--- src/rtl/d_sram_to_sram_like_pkg.sv ---
// Shared types for the sram-to-sram-like bridges: FSM states, transfer sizes, address map.
// Optional build macro: DMEM_ADDR_MAP_EN (MIPS kseg0/kseg1 fixed mapping on the bus address).
package d_sram_to_sram_like_pkg;

    typedef enum logic [1:0] {
        IDLE = 2'd0,
        ADDR = 2'd1,
        DATA = 2'd2,
        HOLD = 2'd3
    } state_t;

    localparam logic [1:0] SIZE_BYTE = 2'd0;
    localparam logic [1:0] SIZE_HALF = 2'd1;
    localparam logic [1:0] SIZE_WORD = 2'd2;

    function automatic logic [31:0] map_addr(input logic [31:0] addr);
`ifdef DMEM_ADDR_MAP_EN
        // kseg0/kseg1 alias onto the low 512 MB of physical space
        return (addr[31:30] == 2'b10) ? {3'b000, addr[28:0]} : addr;
`else
        return addr;
`endif
    endfunction

endpackage

--- src/rtl/wen_to_size.sv ---
// Byte-write mask to sram-like transfer size decoder; shared by the data and instruction bridges.
module wen_to_size
    import d_sram_to_sram_like_pkg::*;
(
    input  logic [3:0] wen,
    output logic [1:0] size
);

    always_comb begin
        size = SIZE_WORD;
        case (wen)
            4'b0011, 4'b1100:                   size = SIZE_HALF;
            4'b0001, 4'b0010, 4'b0100, 4'b1000: size = SIZE_BYTE;
            default:                            size = SIZE_WORD;
        endcase
    end

endmodule

--- src/rtl/d_sram_to_sram_like.sv ---
// Data-side bridge: stall-based core data port to sram-like request/response bus.
// Optional build macro: DMEM_ADDR_MAP_EN (address mapping applied to data_addr).
module d_sram_to_sram_like
    import d_sram_to_sram_like_pkg::*;
(
    input  logic        clk,
    input  logic        rst,
    input  logic        data_sram_en,
    input  logic [3:0]  data_sram_wen,
    input  logic [31:0] data_sram_addr,
    input  logic [31:0] data_sram_wdata,
    output logic [31:0] data_sram_rdata,
    output logic        d_stall,
    input  logic        longest_stall,
    output logic        data_req,
    output logic        data_wr,
    output logic [1:0]  data_size,
    output logic [31:0] data_addr,
    output logic [31:0] data_wdata,
    input  logic        data_addr_ok,
    input  logic        data_data_ok,
    input  logic [31:0] data_rdata
);

    state_t      state, state_next;
    logic        req_raw;
    logic        capture;
    logic [1:0]  size_raw;
    logic        is_read;

    assign is_read = ~|data_sram_wen;

    wen_to_size u_wen_to_size (
        .wen  (data_sram_wen),
        .size (size_raw)
    );

    always_ff @(posedge clk or posedge rst) begin
        if (rst) begin
            state           <= IDLE;
            data_sram_rdata <= '0;
        end else begin
            state <= state_next;
            if (capture) data_sram_rdata <= data_rdata;
        end
    end

    always_comb begin
        state_next = state;
        req_raw    = 1'b0;
        capture    = 1'b0;
        case (state)
            IDLE, ADDR: begin
                // dropping the strobe in ADDR withdraws the request (pipeline flush)
                if (!data_sram_en) begin
                    state_next = IDLE;
                end else begin
                    req_raw = 1'b1;
                    if (data_addr_ok && data_data_ok) begin
                        state_next = HOLD;
                        capture    = is_read;
                    end else if (data_addr_ok) begin
                        state_next = DATA;
                    end else begin
                        state_next = ADDR;
                    end
                end
            end
            DATA: begin
                if (data_data_ok) begin
                    state_next = HOLD;
                    capture    = is_read;
                end
            end
            HOLD: begin
                if (!longest_stall) state_next = IDLE;
            end
            default: state_next = IDLE;
        endcase
    end

    // Combinational outputs are forced low while reset is asserted so the bus sees an idle port at once
    assign data_req   = req_raw & ~rst;
    assign d_stall    = data_sram_en & (state != HOLD) & ~rst;
    assign data_wr    = (|data_sram_wen) & ~rst;
    assign data_size  = rst ? '0 : size_raw;
    assign data_addr  = rst ? '0 : map_addr(data_sram_addr);
    assign data_wdata = rst ? '0 : data_sram_wdata;

endmodule

--- config.mk ---
export PLATFORM = sky130hd
export DESIGN_NAME = d_sram_to_sram_like
export DESIGN_NICKNAME = d
export VERILOG_FILES = /design/src/rtl/d_sram_to_sram_like_pkg.sv /design/src/rtl/wen_to_size.sv /design/src/rtl/d_sram_to_sram_like.sv
export SDC_FILE = /design/constraint.sdc
export NUM_CORES = 1
export LEC_CHECK = 0
export ABC_CLOCK_PERIOD_IN_PS = 2000
export CAP_MARGIN = 30
export CORE_MARGIN = 2
export CORE_UTILIZATION = 29
export DETAILED_ROUTE_END_ITERATION = 10
export GPL_TIMING_DRIVEN = 0
export PLACE_DENSITY = 0.85
export SETUP_SLACK_MARGIN = 0.1
export SYNTH_ARGS = -nofsm -noshare
export SYNTH_HDL_FRONTEND = slang
export SYNTH_SLANG_ARGS = --single-unit
--- constraint.sdc ---
create_clock -name clk -period 2 [get_ports clk]
set_input_delay 0.2 -clock clk [delete_from_list [all_inputs] [get_ports clk]]
set_output_delay 0.2 -clock clk [all_outputs]
set_load 0.05 [all_outputs]
# Word level (Yosys, flattened, before mapping)
# Cells that the tools add are included.
# word_totals
ff_bits,34
input_bits,106
output_inout_bits,101
word_cells,43
# classes
n_eq_ne,12
n_mux,16
n_bitwise,5
n_reduce_logical,8
# ops
op,n
$mux W32,2
$mux W2,6
$eq A4 B2 Y1 const B,2
$eq A4 B4 Y1 const B,2
$reduce_or A4 Y1,2
$ne A2 B2 Y1 const B,3
$pmux W2 S3,1
$mux W1,5
$and A1 B1 Y1,4
$eq A2 B2 Y1 const B,2
$eq A4 B1 Y1 const B,1
$eq A4 B3 Y1 const B,1
$pmux W2 S2,1
$reduce_or A2 Y1,2
$eq A2 B1 Y1 const B,1
$logic_not A2 Y1,1
$pmux W1 S2,1
$reduce_and A2 Y1,1
$logic_and A1 B1 Y1,1
$logic_not A1 Y1,1
$not A1 Y1,1

# Depth between registers and ports, before layout
# Gate-level depths: netlist of the first run.
# depth
ltp_word,5
ltp_mapped,4
mapped_depth_nobuf,3

# Cells and area by module
# A second synthesis of the first run with hierarchy kept.
# hier_totals
cells_unflattened,162
area_unflattened_um2,1859.3
# modules_own_cells
mod,n_inst,cells_each,area_per_inst_um2,seq_area_each_um2
d_sram_to_sram_like,1,157,1824.2,850.8
wen_to_size,1,5,35.0,0.0

# Worst setup path after synthesis of the first run
# OpenSTA, ideal clock, no wires.
# synth_path
kind,input-to-output
start,input port rst
end,output port d_stall
arrival_ns,2.095
required_time_ns,1.800
path_slack_ns,-0.295
cell_stages,4
n_path_buf,1
cell_sequence,clkbuf_1 > inv_1 > nand2_1 > a21oi_1
# synth_between
elab_chain_cells,2
# synth_lines
item,line,rtl
from (decl),d_sram_to_sram_like.sv:7,"input logic rst,"
$not A1 Y1,d_sram_to_sram_like.sv:84,assign d_stall = data_sram_en & (state != HOLD) & ~rst;
$and A1 B1 Y1,d_sram_to_sram_like.sv:84,
to (decl),d_sram_to_sram_like.sv:13,"output logic d_stall,"
# No other way between the ends.

# Worst setup path in the final report of the first run
# layout_path
start,input port data_sram_wdata[25]
end,output port data_wdata[25]
# layout_between
elab_chain_cells,1
# layout_lines
item,line,rtl
from (decl),d_sram_to_sram_like.sv:11,"input logic [31:0] data_sram_wdata,"
$mux W32,d_sram_to_sram_like.sv:88,assign data_wdata = rst ? '0 : data_sram_wdata;
to (decl),d_sram_to_sram_like.sv:19,"output logic [31:0] data_wdata,"
# No other way between the ends.

==> results.py, run 1 <==
metrics = {
    "outcome": {
        "status": "completed",
    },
    "timing": {
        "timing.fmax_mhz": 532,
        "slew_headroom_pct": 49.1,
        "final-max-slew-violation-count": 0,
        "fin_crit_ps": 1880,
        "skew_ps": 10.5,
        "hold_viol_final": 0,
        "rsz0062_at_grt": "false",
        "min_period_over_period_pct": 94.0,
        "worst_pin_slew_ps": 759,
        "setup_viol": 0,
    },
    "power_and_ir_drop": {
        "ir_drop_mv": 1.00,
        "intPower_mw": 2.65,
        "p_per_area_mw_per_mm2": 1110,
        "sw_frac_of_total_pct": 44.3,
        "p_comb_share_pct": 59.0,
        "power_frac_seq_pct": 24.9,
        "clockPowerShare_pct": 16.1,
        "p_leak_nw": 2.10,
        "switchingPower_mw": 2.11,
    },
    "worst_setup_path": {
        "slowest_stage": "clkdlybuf4s50_1",
        "critPathArrivalTime_ps": 1680,
        "max_stage_delay_ps": 870,
        "rr_worst_depth": 4,
        "r2r-end": "data_sram_rdata[13]$_DFFE_PP0P_",
        "cp-end-kind": "primary output",
        "crit_top_cell": "clkdlybuf4s50_1",
        "r2r-start": "state[1]$_DFFE_PP0P_",
        "rrSetupSlack_ps": 360,
        "path_cells": "clkdlybuf4s50_1 > nor2b_1 > clkdlybuf4s50_1",
        "path_delay_family": "buffers and inverters",
        "crit_type": "primary input to primary output",
        "crit_required_ps": 1800,
        "start_kind": "primary input",
        "path_max_fanout": 1,
        "path_buf_inv": 2,
    },
    "synth": {
        "synth_top_area_share_pct": 43.7,
        "yosys.area.top_type": "dfrtp_1",
        "synth_area_sq_mm": 0.00195,
        "ys_types": 19,
        "yosysWarnings": 0,
        "yosysSeqAreaShare_pct": 43.7,
        "syn_nets": 269,
        "synth_area_leaders": "dfrtp_1 44%, mux2_4 23%, nor2b_1 21%",
        "syn-instance-count": 163,
        "ys_seq_elements": 34,
        "syn_area_per_cell_sq_um": 11.9,
    },
    "die": {
        "io_pins": 207,
        "dieArea_sq_mm": 0.00738,
        "rows": 29,
        "die_w_um": 85.9,
        "die_height_um": 85.9,
        "coreArea_sq_mm": 0.00642,
        "start_util_pct": 30.3,
    },
    "drt": {
        "first_iter_violations": 40,
        "ant_nets": 0,
        "drtPass1Iterations": 4,
        "wl_per_cell_um": 16.6,
        "routed_via_density": 4.36,
        "drc": 0,
        "postRouteWirelength_um": 7550,
        "vias": 1985,
    },
    "finish": {
        "fill_cells": 493,
        "finalNetCount": 483,
        "layout_common_cells": "179 x clkdlybuf4s50_1, 65 x nor2b_1, 34 x dfrtp_1",
        "n_antenna_cell": 0,
        "multi_input_area_sq_mm": 0.00103,
        "final_common_cell": "clkdlybuf4s50_1",
        "drive_above_1_share_pct": 14.0,
        "final_core_util_pct": 66.8,
        "syn2layout_area_growth_pct": 120,
        "ff_latch_area_sq_um": 851,
        "final_area_sq_mm": 0.00429,
    },
    "min_path": {
        "holdCritPathClass": "primary input to asynchronous set/reset pin",
    },
    "global_routing": {
        "grt_pass1_wl_um": 11000,
        "grtUsageTotal_pct": 19.4,
        "grt_pass1_vias": 2081,
        "antenna_found_initial": 0,
        "grt.overflow.total": 0,
        "grt_max_degree": 18,
    },
    "place": {
        "dp_hpwl_um": 6210,
        "place_area_sq_mm": 0.00410,
        "io_buffers": 205,
        "globalplace.congestion": 0.771,
    },
    "cts": {
        "cts_hold_repair.buffers": 0,
        "cts_tree": "built",
        "clock_sinks": 34,
        "clk_pin_slew_worst_paths_ps": 80,
        "cts.path.max_buffers": 2,
        "numCtsBuffers": 5,
        "clockRootBuffer": "clkbuf_8",
        "clk_latency_ps": 290,
        "ctsHtreeMaxLevel": 2,
    },
    "job": {
        "cap_violations": 0,
    },
}
## timing repair
action / CTS / global route
endpoints found under the hold margin: 0 / 0
gates cloned: 1 / 0
pin swaps: 0 / 0
setup buffers: 1 / 0
resized for setup: 8 / 21
setup endpoints to repair: 26 / 20
## state kept, by name, summed over array words and instances (netlist names)
| name | count |
|---|---|
| state | 2 |
| data_sram_rdata | 32 |
## synth_stat cells
cell / instances
and4bb_2: 1
nor4_4: 1
dfrtp_1: 34
a21oi_1: 1
o21ai_0: 2
buf_6: 3
and3_1: 1
a31oi_1: 1
nand2_1: 2
nor2_1: 6
mux2_2: 3
nor2b_1: 65
mux2_4: 30
xor2_1: 1
or3_1: 1
o211ai_4: 1
clkbuf_1: 7
inv_1: 2
and3b_1: 1
## stage by stage
stage          hold WS, ps  setup TNS, ps  std cells  worst slack, ps  power [mW]
2_1_floorplan          349              0        163              134        2.96
3_3_place_gp           489          -1690        445             -702        3.96
3_5_place_dp           492          -1800        445             -740        4.01
4_1_cts                150              0        455              103        4.79
5_1_grt                184              0        455             99.4        4.92
6_report               130              0        455              120        4.76
## worst max path at each step
stage | start | endpoint | slack [ps] | cells past startpoint
floorplan | rst | data_req | 130 | 4
global placement | rst | d_stall | -700 | 5
finish | data_sram_wdata[25] | data_wdata[25] | 120 | 3
global route | rst | data_wdata[23] | 100 | 4
CTS | data_sram_addr[3] | data_addr[3] | 100 | 3
detailed placement | rst | d_stall | -740 | 5
## per-layer routing
layer  track usage [%]  wire (um)  up-vias
met5                 0          0        -
met4              6.93        187        0
met3              5.49        604       12
met2              36.0       4030      106
met1              20.9       2730      914
li1                  -          -      953
## worst reg2reg max path: stages, from the launching register on
cell	delay [ps]
dfrtp_1	450
and3b_1	240
o211ai_4	280
buf_6	230
mux2_4	320
## cell type report
cell class              instances  area share, %
plain buffers                  10           1.43
clock buffers                   5           1.60
clock inverters                 3           1.60
inverters                       2          0.263
multi-input cells             117           24.0
flip-flops and latches         34           19.8
well taps                      77           2.25
repair buffers                206           48.8
repair inverters                1          0.117
## power by group through the flow
stage	clock network, mW	logic, mW	registers, mW
2_1_floorplan	0	0.813	2.15
3_3_place_gp	0	2.79	1.18
3_5_place_dp	0	2.83	1.18
4_1_cts	0.776	2.83	1.19
5_1_grt	0.804	2.89	1.22
6_report	0.765	2.81	1.18
## cell families after synthesis
kind of cell / count (synthesis) / synth area share [%]
AO/OA/AOI/OAI: 5 / 2.19
multiplexers: 33 / 24.9
XOR/XNOR: 1 / 0.450
buffers and inverters: 12 / 3.47
flip-flops: 34 / 43.7
AND/OR/NAND/NOR: 78 / 25.3
(Power assumes the default switching activity.)
==> run 2: changes to the inputs <==
- ABC_CLOCK_PERIOD_IN_PS: 2000 -> unset
==> results of run 2 <==
No change in the layout: final DEF, timing and power equal those of run 1.
==> run 3: changes to the inputs <==
- CORE_MARGIN: 2 -> 3
==> results.py, run 3 (same netlist as run 1, synthesis figures left out) <==
metrics = {
    "drt": {
        "first_iter_violations": 26,
        "ant_nets": 0,
        "drc": 0,
        "routed_via_density": 4.34,
        "wl_per_cell_um": 15.7,
        "postRouteWirelength_um": 7150,
        "vias": 1974,
        "drtPass1Iterations": 3,
    },
    "worst_setup_path": {
        "crit_top_cell": "clkdlybuf4s50_1",
        "max_stage_delay_ps": 830,
        "slowest_stage": "clkdlybuf4s50_1",
        "r2r-start": "state[1]$_DFFE_PP0P_",
        "path_cells": "clkdlybuf4s50_1 > nor2b_1 > clkdlybuf4s50_1",
        "rr_worst_depth": 4,
        "r2r-end": "data_sram_rdata[28]$_DFFE_PP0P_",
        "start_kind": "primary input",
        "rrSetupSlack_ps": 370,
        "path_buf_inv": 2,
        "path_delay_family": "buffers and inverters",
        "path_max_fanout": 1,
        "cp-end-kind": "primary output",
        "crit_required_ps": 1800,
        "crit_type": "primary input to primary output",
        "critPathArrivalTime_ps": 1630,
    },
    "global_routing": {
        "antenna_found_initial": 0,
        "grtUsageTotal_pct": 17.0,
        "grt_pass1_wl_um": 10100,
        "grt.overflow.total": 0,
        "grt_pass1_vias": 1992,
        "use_met2_pct": 31.4,
        "grt_max_degree": 18,
        "met1_usage_pct": 17.9,
        "busiest_layer": "met2",
        "use_met3_pct": 4.99,
    },
    "power_and_ir_drop": {
        "p_per_area_mw_per_mm2": 1060,
        "fin_total_pwr_mw": 4.49,
        "ir_drop_mv": 0.871,
        "p_leak_nw": 2.10,
    },
    "cts": {
        "clockRootBuffer": "clkbuf_8",
        "ctsHtreeMaxLevel": 2,
        "numCtsBuffers": 5,
        "cts_tree": "built",
        "clk_pin_slew_worst_paths_ps": 70,
        "clock_sinks": 34,
        "cts.path.max_buffers": 2,
        "clk_latency_ps": 280,
    },
    "timing": {
        "skew_ps": 3.13,
        "min_period_over_period_pct": 91.3,
        "worst_pin_slew_ps": 741,
        "fin_crit_ps": 1830,
        "rsz0062_at_grt": "false",
        "final-max-slew-violation-count": 0,
        "setup_viol": 0,
        "hold_viol_final": 0,
        "timing.fmax_mhz": 548,
        "hold-worst-slack_ps": 159,
        "slew_headroom_pct": 50.4,
    },
    "place": {
        "globalplace.congestion": 0.687,
        "dp_hpwl_um": 5840,
        "io_buffers": 205,
    },
    "die": {
        "dieArea_sq_mm": 0.00773,
        "rows": 29,
        "start_util_pct": 30.3,
        "coreArea_sq_mm": 0.00642,
        "io_pins": 207,
        "die_w_um": 87.9,
        "die_height_um": 87.9,
    },
    "finish": {
        "regMostFlops": "data_sram_rdata",
        "largest_reg_flops": 32,
        "n_antenna_cell": 0,
        "layout_common_cells": "180 x clkdlybuf4s50_1, 65 x nor2b_1, 34 x dfrtp_1",
        "drive_above_1_share_pct": 13.8,
        "final_core_util_pct": 66.2,
        "top_regs": "data_sram_rdata: 32 flops, state: 2 flops",
        "finalNetCount": 483,
        "final_common_cell": "clkdlybuf4s50_1",
        "syn2layout_area_growth_pct": 119,
    },
    "job": {
        "cap_violations": 0,
    },
    "min_path": {
        "holdCritPathClass": "primary input to asynchronous set/reset pin",
    },
    "outcome": {
        "status": "completed",
    },
}
## run 3: worst max path at each step
stage | slack (ps) | end | cells past startpoint | from
floorplan | 130 | data_req | 4 | rst
global placement | -700 | data_req | 5 | rst
detailed placement | -730 | data_req | 5 | rst
CTS | 100 | d_stall | 4 | data_sram_en
global route | 100 | data_size[1] | 5 | data_sram_wen[0]
finish | 170 | data_addr[25] | 3 | data_sram_addr[25]
## run 3: timing repair
item                                    4_1_cts  5_1_grt
gates resized for setup                       6       23
hold buffers                                  0        0
endpoints found under the setup margin       25       23
cloned                                        1        0
buffers inserted                              1        0
## run 3: metal layers
layer / share of wire (%) / vias up
met5: 0 / -
met4: 2.0 / 0
met3: 9.9 / 11
met2: 54 / 117
met1: 35 / 891
li1: - / 955
## run 3: metrics by stage
stage               worst slack (ps)  cells  setup TNS (ps)  area [sq um]
floorplan                        134    163               0          1950
global placement                -703    445           -1720          4100
detailed placement              -727    445           -1840          4100
CTS                              100    455               0          4200
global route                     101    455               0          4250
finish                           174    455               0          4250
## run 3: power breakdown
part           leakage [nW]  switching (mW)  total, mW  internal (mW)
Sequential            0.442           0.190       1.18          0.987
Clock                0.0482           0.234      0.512          0.277
Combinational          1.61            1.64       2.80           1.17
Total                  2.10            2.06       4.49           2.43
## run 3: layout make-up
type | count | area (sq um)
multi-input cells | 117 | 1030
well taps | 77 | 96.3
fillers | 485 | 2170
clock buffers | 7 | 86.3
plain buffers | 10 | 61.3
repair inverters | 1 | 5.00
inverters | 2 | 11.3
flip-flops and latches | 34 | 851
clock inverters | 1 | 5.00
repair buffers | 206 | 2100
## run 3: worst min-delay path, delay by kind of cell
kind                   cells  cell delay, ps
buffers and inverters      3             610
